### config.mk
export PLATFORM = sky130hd
export DESIGN_NAME = pll_reconfig_sequencer
export DESIGN_NICKNAME = d
export VERILOG_FILES = /design/src/rtl/pll_reconfig_sequencer.sv
export SDC_FILE = /design/constraint.sdc
export NUM_CORES = 1
export LEC_CHECK = 0
export ABC_AREA = 0
export CAP_MARGIN = 15
export CORE_ASPECT_RATIO = 0.75
export CORE_MARGIN = 8
export CORE_UTILIZATION = 40
export DETAILED_ROUTE_END_ITERATION = 8
export PLACE_DENSITY = 0.66
export SYNTH_ARGS = -nofsm -noshare
export SYNTH_HDL_FRONTEND = slang
export SYNTH_SLANG_ARGS = --single-unit
### constraint.sdc
create_clock -name csi_clk_clock -period 4 [get_ports csi_clk_clock]
set_input_delay 0.4 -clock csi_clk_clock [delete_from_list [all_inputs] [get_ports csi_clk_clock]]
set_output_delay 0.4 -clock csi_clk_clock [all_outputs]
set_load 0.05 [all_outputs]
### src/rtl/pll_reconfig_sequencer.sv
// rtl/pll_reconfig_sequencer.sv - Avalon-MM sequencer that programs PLL n/m/c0 dividers and waits for lock
// Optional readback check of all divider parameters: define RECONFIG_SEQ_VERIFY_EN.
module pll_reconfig_sequencer #(
  parameter int SETTLE_CYCLES     = 4,
  parameter int POLL_TIMEOUT      = 65535,
  parameter int READY_SYNC_STAGES = 2
) (
  input  logic        csi_clk_clock,
  input  logic        csi_clk_reset_n,
  input  logic        cmd_valid,
  output logic        cmd_ready,
  input  logic [8:0]  cmd_n,
  input  logic [8:0]  cmd_m,
  input  logic [8:0]  cmd_c0,
  output logic        done,
  output logic        error,
  output logic [7:0]  avm_address,
  output logic        avm_write,
  output logic        avm_read,
  output logic [31:0] avm_writedata,
  input  logic [31:0] avm_readdata,
  input  logic        avm_waitrequest,
  input  logic        pll_ready_n_async
);

  localparam logic [7:0]  STATUS_ADDR  = 8'h80;
  localparam logic [3:0]  LAST_IDX     = 4'd11;
  localparam logic [15:0] SETTLE_LAST  = 16'(SETTLE_CYCLES - 1);
  localparam logic [31:0] TIMEOUT_LAST = 32'(POLL_TIMEOUT - 1);

  typedef enum logic [2:0] {
    S_IDLE,
    S_WRITE,
    S_GO,
    S_SETTLE,
    S_POLL,
    S_WAIT_LOCK,
    S_DONE
`ifdef RECONFIG_SEQ_VERIFY_EN
    , S_VERIFY
`endif
  } state_t;

  state_t      state;
  logic [3:0]  idx;
  logic [8:0]  n_q, m_q, c0_q;
  logic [15:0] settle_cnt;
  logic [31:0] tcnt;
  logic [READY_SYNC_STAGES-1:0] ready_sync;
  logic        pll_ready_n;
  logic [7:0]  next_addr;
  logic [31:0] next_data;

  // Entries 0..3 belong to n, 4..7 to m, 8..11 to c0.
  function automatic logic [8:0] pick_value(input logic [3:0] i, input logic [8:0] n,
                                            input logic [8:0] m, input logic [8:0] c0);
    if (i < 4'd4)      return n;
    else if (i < 4'd8) return m;
    else               return c0;
  endfunction

  // Parameter value for entry i: high, low, bypass, odd in that order per divider.
  function automatic logic [31:0] entry_data(input logic [3:0] i, input logic [8:0] n,
                                             input logic [8:0] m, input logic [8:0] c0);
    logic [8:0] v;
    logic [9:0] sum;
    logic [8:0] high;
    v    = pick_value(i, n, m, c0);
    sum  = {1'b0, v} + 10'd1;
    high = sum[9:1];
    case (i[1:0])
      2'd0:    return {23'd0, high};
      2'd1:    return {23'd0, v - high};
      2'd2:    return {31'd0, v == 9'd1};
      default: return {31'd0, v[0]};
    endcase
  endfunction

  // Peripheral address for entry i: {0, param, type}.
  function automatic logic [7:0] entry_addr(input logic [3:0] i);
    logic [2:0] param;
    logic [3:0] typ;
    if (i < 4'd4)      param = 3'd0;
    else if (i < 4'd8) param = 3'd1;
    else               param = 3'd4;
    case (i[1:0])
      2'd0:    typ = 4'd0;
      2'd1:    typ = 4'd1;
      2'd2:    typ = 4'd4;
      default: typ = 4'd5;
    endcase
    return {1'b0, param, typ};
  endfunction

  assign next_addr   = entry_addr(idx + 4'd1);
  assign next_data   = entry_data(idx + 4'd1, n_q, m_q, c0_q);
  assign pll_ready_n = ready_sync[READY_SYNC_STAGES-1];

`ifdef RECONFIG_SEQ_VERIFY_EN
  logic [31:0] cur_data;
  assign cur_data = entry_data(idx, n_q, m_q, c0_q);
`endif

  // Bring the reconfigured domain's reset_n into this clock domain.
  always_ff @(posedge csi_clk_clock or negedge csi_clk_reset_n) begin
    if (!csi_clk_reset_n) ready_sync <= '0;
    else                  ready_sync <= {ready_sync[READY_SYNC_STAGES-2:0], pll_ready_n_async};
  end

  // Command sequencing FSM; every output is registered here.
  always_ff @(posedge csi_clk_clock or negedge csi_clk_reset_n) begin
    if (!csi_clk_reset_n) begin
      state         <= S_IDLE;
      cmd_ready     <= 1'b0;
      done          <= 1'b0;
      error         <= 1'b0;
      avm_address   <= 8'd0;
      avm_write     <= 1'b0;
      avm_read      <= 1'b0;
      avm_writedata <= 32'd0;
      idx           <= 4'd0;
      n_q           <= 9'd0;
      m_q           <= 9'd0;
      c0_q          <= 9'd0;
      settle_cnt    <= 16'd0;
      tcnt          <= 32'd0;
    end else begin
      done <= 1'b0;
      case (state)
        S_IDLE: begin
          cmd_ready <= 1'b1;
          if (cmd_valid && cmd_ready) begin
            cmd_ready <= 1'b0;
            n_q       <= cmd_n;
            m_q       <= cmd_m;
            c0_q      <= cmd_c0;
            idx       <= 4'd0;
            error     <= 1'b0;
            if (cmd_n == 9'd0 || cmd_m == 9'd0 || cmd_c0 == 9'd0) begin
              error <= 1'b1;
              done  <= 1'b1;
              state <= S_DONE;
            end else begin
              avm_write     <= 1'b1;
              avm_address   <= entry_addr(4'd0);
              avm_writedata <= entry_data(4'd0, cmd_n, cmd_m, cmd_c0);
              state         <= S_WRITE;
            end
          end
        end
        S_WRITE: begin
          if (!avm_waitrequest) begin
            if (idx == LAST_IDX) begin
`ifdef RECONFIG_SEQ_VERIFY_EN
              avm_write   <= 1'b0;
              avm_read    <= 1'b1;
              avm_address <= entry_addr(4'd0);
              idx         <= 4'd0;
              state       <= S_VERIFY;
`else
              avm_address   <= STATUS_ADDR;
              avm_writedata <= 32'd0;
              state         <= S_GO;
`endif
            end else begin
              idx           <= idx + 4'd1;
              avm_address   <= next_addr;
              avm_writedata <= next_data;
            end
          end
        end
`ifdef RECONFIG_SEQ_VERIFY_EN
        S_VERIFY: begin
          if (!avm_waitrequest) begin
            if (avm_readdata[8:0] != cur_data[8:0]) begin
              avm_read <= 1'b0;
              error    <= 1'b1;
              done     <= 1'b1;
              state    <= S_DONE;
            end else if (idx == LAST_IDX) begin
              avm_read      <= 1'b0;
              avm_write     <= 1'b1;
              avm_address   <= STATUS_ADDR;
              avm_writedata <= 32'd0;
              state         <= S_GO;
            end else begin
              idx         <= idx + 4'd1;
              avm_address <= next_addr;
            end
          end
        end
`endif
        S_GO: begin
          if (!avm_waitrequest) begin
            avm_write  <= 1'b0;
            settle_cnt <= 16'd0;
            state      <= S_SETTLE;
          end
        end
        S_SETTLE: begin
          if (settle_cnt == SETTLE_LAST) begin
            avm_read    <= 1'b1;
            avm_address <= STATUS_ADDR;
            tcnt        <= 32'd0;
            state       <= S_POLL;
          end else begin
            settle_cnt <= settle_cnt + 16'd1;
          end
        end
        S_POLL: begin
          tcnt <= tcnt + 32'd1;
          if (tcnt == TIMEOUT_LAST) begin
            avm_read <= 1'b0;
            error    <= 1'b1;
            done     <= 1'b1;
            state    <= S_DONE;
          end else if (!avm_waitrequest && avm_readdata == 32'd0) begin
            avm_read <= 1'b0;
            state    <= S_WAIT_LOCK;
          end
        end
        S_WAIT_LOCK: begin
          tcnt <= tcnt + 32'd1;
          if (pll_ready_n) begin
            error <= 1'b0;
            done  <= 1'b1;
            state <= S_DONE;
          end else if (tcnt == TIMEOUT_LAST) begin
            error <= 1'b1;
            done  <= 1'b1;
            state <= S_DONE;
          end
        end
        S_DONE: begin
          cmd_ready <= 1'b1;
          state     <= S_IDLE;
        end
        default: state <= S_IDLE;
      endcase
    end
  end

endmodule

**After elaboration in Yosys (flattened, before gate mapping)**

Index checks and enable logic that the tools add are counted.

- Memories: 0
- Output and inout bits: 45
- RAM bits: 0
- Input bits: 64
- Word-level logic and storage cells: 134
- Latch bits: 0
- Memory bits (read-only): 0
- Bits in registers: 129

- $mul: 0
- Eq/ne operators: 22
- Divide/modulo/power cells: 0
- Shifts and indexed selects: 0
- Bitwise gates (word level): 0
- Reduce and logical (&&, ||, !) cells: 30
- Order comparisons: 2
- Muxes and demuxes: 59
- $add $sub $neg: 6

Operators with widths:

| kind | number |
|---|---|
| $mux W32 | 5 |
| $pmux W32 S2 | 2 |
| $mux W9 | 5 |
| $mux W8 | 5 |
| $mux W3 | 12 |
| $add A32 B1 Y32 const B | 1 |
| $eq A32 B16 Y1 const B | 1 |
| $logic_not A32 Y1 | 1 |
| $mux W16 | 2 |
| $pmux W16 S2 | 1 |
| $logic_not A9 Y1 | 3 |
| $pmux W9 S3 | 1 |
| $pmux W8 S3 | 1 |
| $add A9 B1 Y10 const B | 2 |
| $pmux W3 S6 | 1 |
| $add A16 B1 Y16 const B | 1 |
| $eq A16 B2 Y1 const B | 1 |
| $ne A2 B2 Y1 const B | 8 |
| $mux W1 | 14 |
| $mux W4 | 3 |
| $reduce_and A4 Y1 | 3 |
| $reduce_bool A2 Y1 | 6 |
| $eq A3 B3 Y1 const B | 3 |
| $eq A9 B1 Y1 const B | 1 |
| other kinds (25) | 36 |

**Longest topological paths before layout**

- Depth after elaboration: 10
- Gate-level depth with buffers: 20
- Mapped depth without buffers: 18

**Worst setup path after synthesis**

No wires, ideal clock.

- Path type: register to register
- Start: reg idx[0]
- End: reg avm_writedata[8]
- Setup time: 77 ps
- Period minus slack after synthesis: 3733 ps
- Cell stages (with the launch flop): 19
- Path buffers: 2
- Path slack: 267 ps
- Data required time: 3923 ps
- Data arrival time: 3655 ps
- Cells stage by stage: dfrtp_1 > ha_1 > buf_6 > xor2_1 > buf_6 > mux2i_1 > o21ai_0 > ha_1 > o2111ai_1 > nor2_1 > xnor2_1 > ha_1 > o21a_1 > o31a_1 > o21ai_0 > a211o_1 > a221oi_1 > a41oi_1 > a21oi_1

- Longest elaborated chain between the ends: 10
- Elaborated cells on any way between the ends: 15
- Classes of those cells: add/sub (3); order compare (2); eq/ne (3); mux (6); reduce/logical (1)

Ends and longest elaborated chain:

| item | line | text |
|---|---|---|
| from (decl) | 45 | `logic [3:0] idx;` |
| from (signal assigned) | 166 | `idx <= idx + 4'd1;` |
| $add A4 B1 Y4 | 96 | `assign next_data = entry_data(idx + 4'd1, n_q, m_q, c0_q);` |
| $lt A4 B4 Y1 | 58 | `else if (i < 4'd8) return m;` |
| $mux W9 | 58 |  |
| $mux W9 | 57 | `if (i < 4'd4) return n;` |
| $add A9 B1 Y10 | 69 | `sum = {1'b0, v} + 10'd1;` |
| $sub A9 B9 Y9 | 73 | `2'd1: return {23'd0, v - high};` |
| $pmux W9 S3 | 71 | `case (i[1:0])` |
| $mux W32 * | 153 | `if (idx == LAST_IDX) begin` |
| $mux W32 * | 152 | `if (!avm_waitrequest) begin` |
| $pmux W32 S2 * | 129 | `case (state)` |
| to (signal assigned) | 146 | `avm_writedata <= entry_data(4'd0, cmd_n, cmd_m, cmd_c0);` |
| to (signal assigned) | 168 | `avm_writedata <= next_data;` |
| to (decl) | 20 | `output logic [31:0] avm_writedata,` |

Mark *: on every way between the ends. The rest lies on a longest branch, timed or not. The select of a mux whose other input is x is not followed.
A chain may end at the register's enable or synchronous reset.

**Worst setup path in the final report**

- Start: reg idx[1]
- End: reg avm_writedata[8]

Same word-level chain as after synthesis.

==> results.yml <==
status:
  outcome: "completed"
floorplan:
  initial_utilization_pct: 40.3
  core.rowCount: 40
  die_x_um: 162
  io_pins: 109
  die_h_um: 125
  die_area_um2: 20200
  core-area_um2: 15800
cts:
  clockBufferDepth: 2
  root_buffer: "clkbuf_16"
  cts_tree: "done"
  numCtsBuffers: 9
  cts_setup_buffers: 0
  path_clk_slew_ns: 0.07
  clk-insertion-delay-late_ns: 0.35
  htreeDepth: 3
  clock-sinks: 103
route:
  via_count: 5374
  drt-wirelength-per-cell_um: 16.5
  drt_iter0_markers: 348
  drtPass1Iterations: 5
  drcViolationCount: 0
  viasPerCell: 5.46
  ant_nets: 0
  drt_wl_total_um: 16300
yosys:
  async_reset_ff_share_pct: 100
  syn-cell-area_um2: 6360
  ys_ff_latch: 103
  synth_cells: 680
  netlist.area_leader.share_pct: 40.6
  synth.area.top_cells: "dfrtp_1, mux2_2, ha_1"
  synth_edf_count: 0
  yosysWarnings: 0
  synthFlopType: "dfrtp_1"
  yosys.area.top_type: "dfrtp_1"
  ys_seq_area_share_pct: 40.6
  synth_cell_types: 72
  post_synth.cell_area_avg_um2: 9.35
worst_setup_path:
  path_common_cell: "a21oi_1"
  worst-path-buf-inv: 1
  crit_path_top_delay_cell: "dfrtp_2"
  cp_max_fo: 5
  crit_required_ns: 4.22
  worstSetupStartpointType: "register"
  crit_path_max_incr_delay_ns: 0.42
  cp_cell_sequence: "ha_2, xor2_4, mux2i_1, nor2_1, a21oi_1, inv_1, ha_1, o2111ai_1, nor2_1, xnor2_1, ha_1, o21a_1, o31a_1, o21ai_0, a21oi_1, a21oi_1, a311oi_1, a21oi_1"
  reg2regPathDepth: 18
  reg2reg_slack_ns: 0.24
  arrival_ns: 3.97
  timing.rr.end: "avm_writedata[8]"
  critPathKind: "reg2reg"
  crit_family: "compound AO/OA/AOI/OAI gates"
  endpoint_kind: "register"
  timing.rr.start: "idx[1]"
placement:
  gp_congestion: 0.885
  dp_cells: 967
  io_buffer_count: 82
  post_dp_cell_area_um2: 7380
  dp_hpwl_um: 12300
global_routing:
  use_met1_pct: 22.6
  track_usage_pct: 16.0
  grt_max_degree: 46
  grt_use_met3_pct: 3.61
  busiest_layer: "met2"
  met2_usage_pct: 24.6
  antenna_found_initial: 0
  overflow: 0
  grt_pass1_wl_um: 27000
  grt_pass1_vias: 5336
finish:
  num_antenna_cells: 0
  final_util_pct: 48.9
  drive_above_1_share_pct: 11.4
  syn2layout_area_growth_pct: 21.2
  layout_common_cells: "dfrtp_1, clkdlybuf4s50_1, nor2_1"
  nets: 852
  fillers: 1438
  final_cell_area_um2: 7700
  stdcell_count: 984
  final_common_cell: "dfrtp_1"
timing:
  slew_headroom_pct: 59.4
  period_share_pct: 93.9
  setup_violations: 0
  drv_slew: 0
  post-route-min-period_ns: 3.76
  hold_viol: 0
  worst_clock_skew_ns: 0.00833
  worst_pin_slew_ns: 0.607
  fmax_mhz: 266
power_and_ir_drop:
  power_density_nw_per_um2: 615
  peakVddDrop_v: 0.000337
  power.leakage_nw: 3.14
hold_path:
  hold_path_class: "reg2reg"
  hold_path_depth: 0
  min_from: "ready_sync[0]"
  holdPathEnd: "ready_sync[1]"
flow_run:
  maxCapViolCount: 0
-- kinds of logic after synthesis --
family	count (synthesis)	synth area share, %
compound gates	139	13.5
xor+xnor	40	5.93
fa+ha+maj	19	3.74
buf+inv	80	6.52
flops	103	40.6
mux	46	8.41
other cells	1	0.0590
simple gates	252	21.3
-- worst reg2reg max path: stages, from the launching register on --
cell	delay (ns)
dfrtp_2	0.42
ha_2	0.25
xor2_4	0.22
mux2i_1	0.23
nor2_1	0.05
a21oi_1	0.17
inv_1	0.08
ha_1	0.21
o2111ai_1	0.17
nor2_1	0.10
xnor2_1	0.16
ha_1	0.31
o21a_1	0.12
o31a_1	0.22
o21ai_0	0.14
a21oi_1	0.20
a21oi_1	0.13
a311oi_1	0.35
a21oi_1	0.12
-- synth_stat cells, drive strengths merged (2+ instances only) --
master / number
clkbuf: 18
dfrtp: 103
buf: 30
o21ai: 45
and3: 11
a21o: 3
nor2: 58
nand4: 19
o211ai: 2
mux2: 36
xor2: 19
or3: 25
ha: 19
nor4b: 2
a22oi: 4
a211oi: 4
o2111a: 2
nand2: 42
a22o: 2
and4: 3
a31oi: 4
o2111ai: 2
nor4: 21
o22ai: 7
and2: 6
nand3b: 4
xnor2: 21
o31ai: 3
o21a: 5
nor2b: 4
mux2i: 10
nand3: 25
inv: 32
nor3: 17
nor3b: 6
a21oi: 42
nand2b: 5
-- per-stage QoR --
step	power (mW)	hold slack, ns	setup slack [ns]	TNS (ns)
after global placement	3.83	0.331	0.292	0
after global routing	5.06	0.376	-0.00723	-0.00723
final	4.74	0.368	0.244	0
after floorplan	3.17	0.104	0.267	0
after detailed placement	3.88	0.333	0.160	0
after CTS	4.74	0.366	0.137	0
-- per-layer routing --
metal / vias up / share of wire [%] / wire [um]
met1: 2612 / 50 / 8080
met3: 11 / 5.6 / 905
li1: 2589 / - / -
met4: 0 / 0.97 / 158
met2: 162 / 44 / 7110
met5: - / 0 / 0
-- worst max path at each step --
stage | endpoint | depth (start not counted) | start
after floorplan | avm_writedata[8] | 18 | idx[0]
after global placement | avm_writedata[8] | 15 | idx[1]
after detailed placement | avm_writedata[8] | 18 | idx[1]
after CTS | avm_writedata[8] | 15 | idx[1]
after global routing | avm_writedata[8] | 18 | idx[1]
final | avm_writedata[8] | 18 | idx[1]
-- flip-flops by register name, indices dropped and copies added, names as in the netlist --
register,count
error,1
settle_cnt,16
tcnt,32
avm_write,1
state,3
cmd_ready,1
avm_read,1
c0_q,9
n_q,9
m_q,9
done,1
ready_sync,2
avm_writedata,9
avm_address,5
idx,4
-- power by group --
| part | internal (mW) | switching (mW) |
|---|---|---|
| Clock | 0.430 | 0.403 |
| Combinational | 0.961 | 1.35 |
| Sequential | 1.32 | 0.278 |
| Total | 2.71 | 2.03 |
-- area by class of cell --
class                           count  area [um^2]  area share, %
Timing Repair Buffer              101          963           12.5
Sequential cell                   103         2580           33.5
Clock inverter                      5         43.8          0.568
Inverter                           32          120           1.56
Clock buffer                       11          233           3.02
Multi-Input combinational cell    522         3500           45.5
Tap cell                          210          263           3.41
-- timing repair --
item                       CTS  global route
hold endpoints to repair    24             0
gates resized for setup      0             7
setup endpoints to repair    0             3
hold buffers                 1             0
Note: power is estimated with default switching activity, not from simulation.
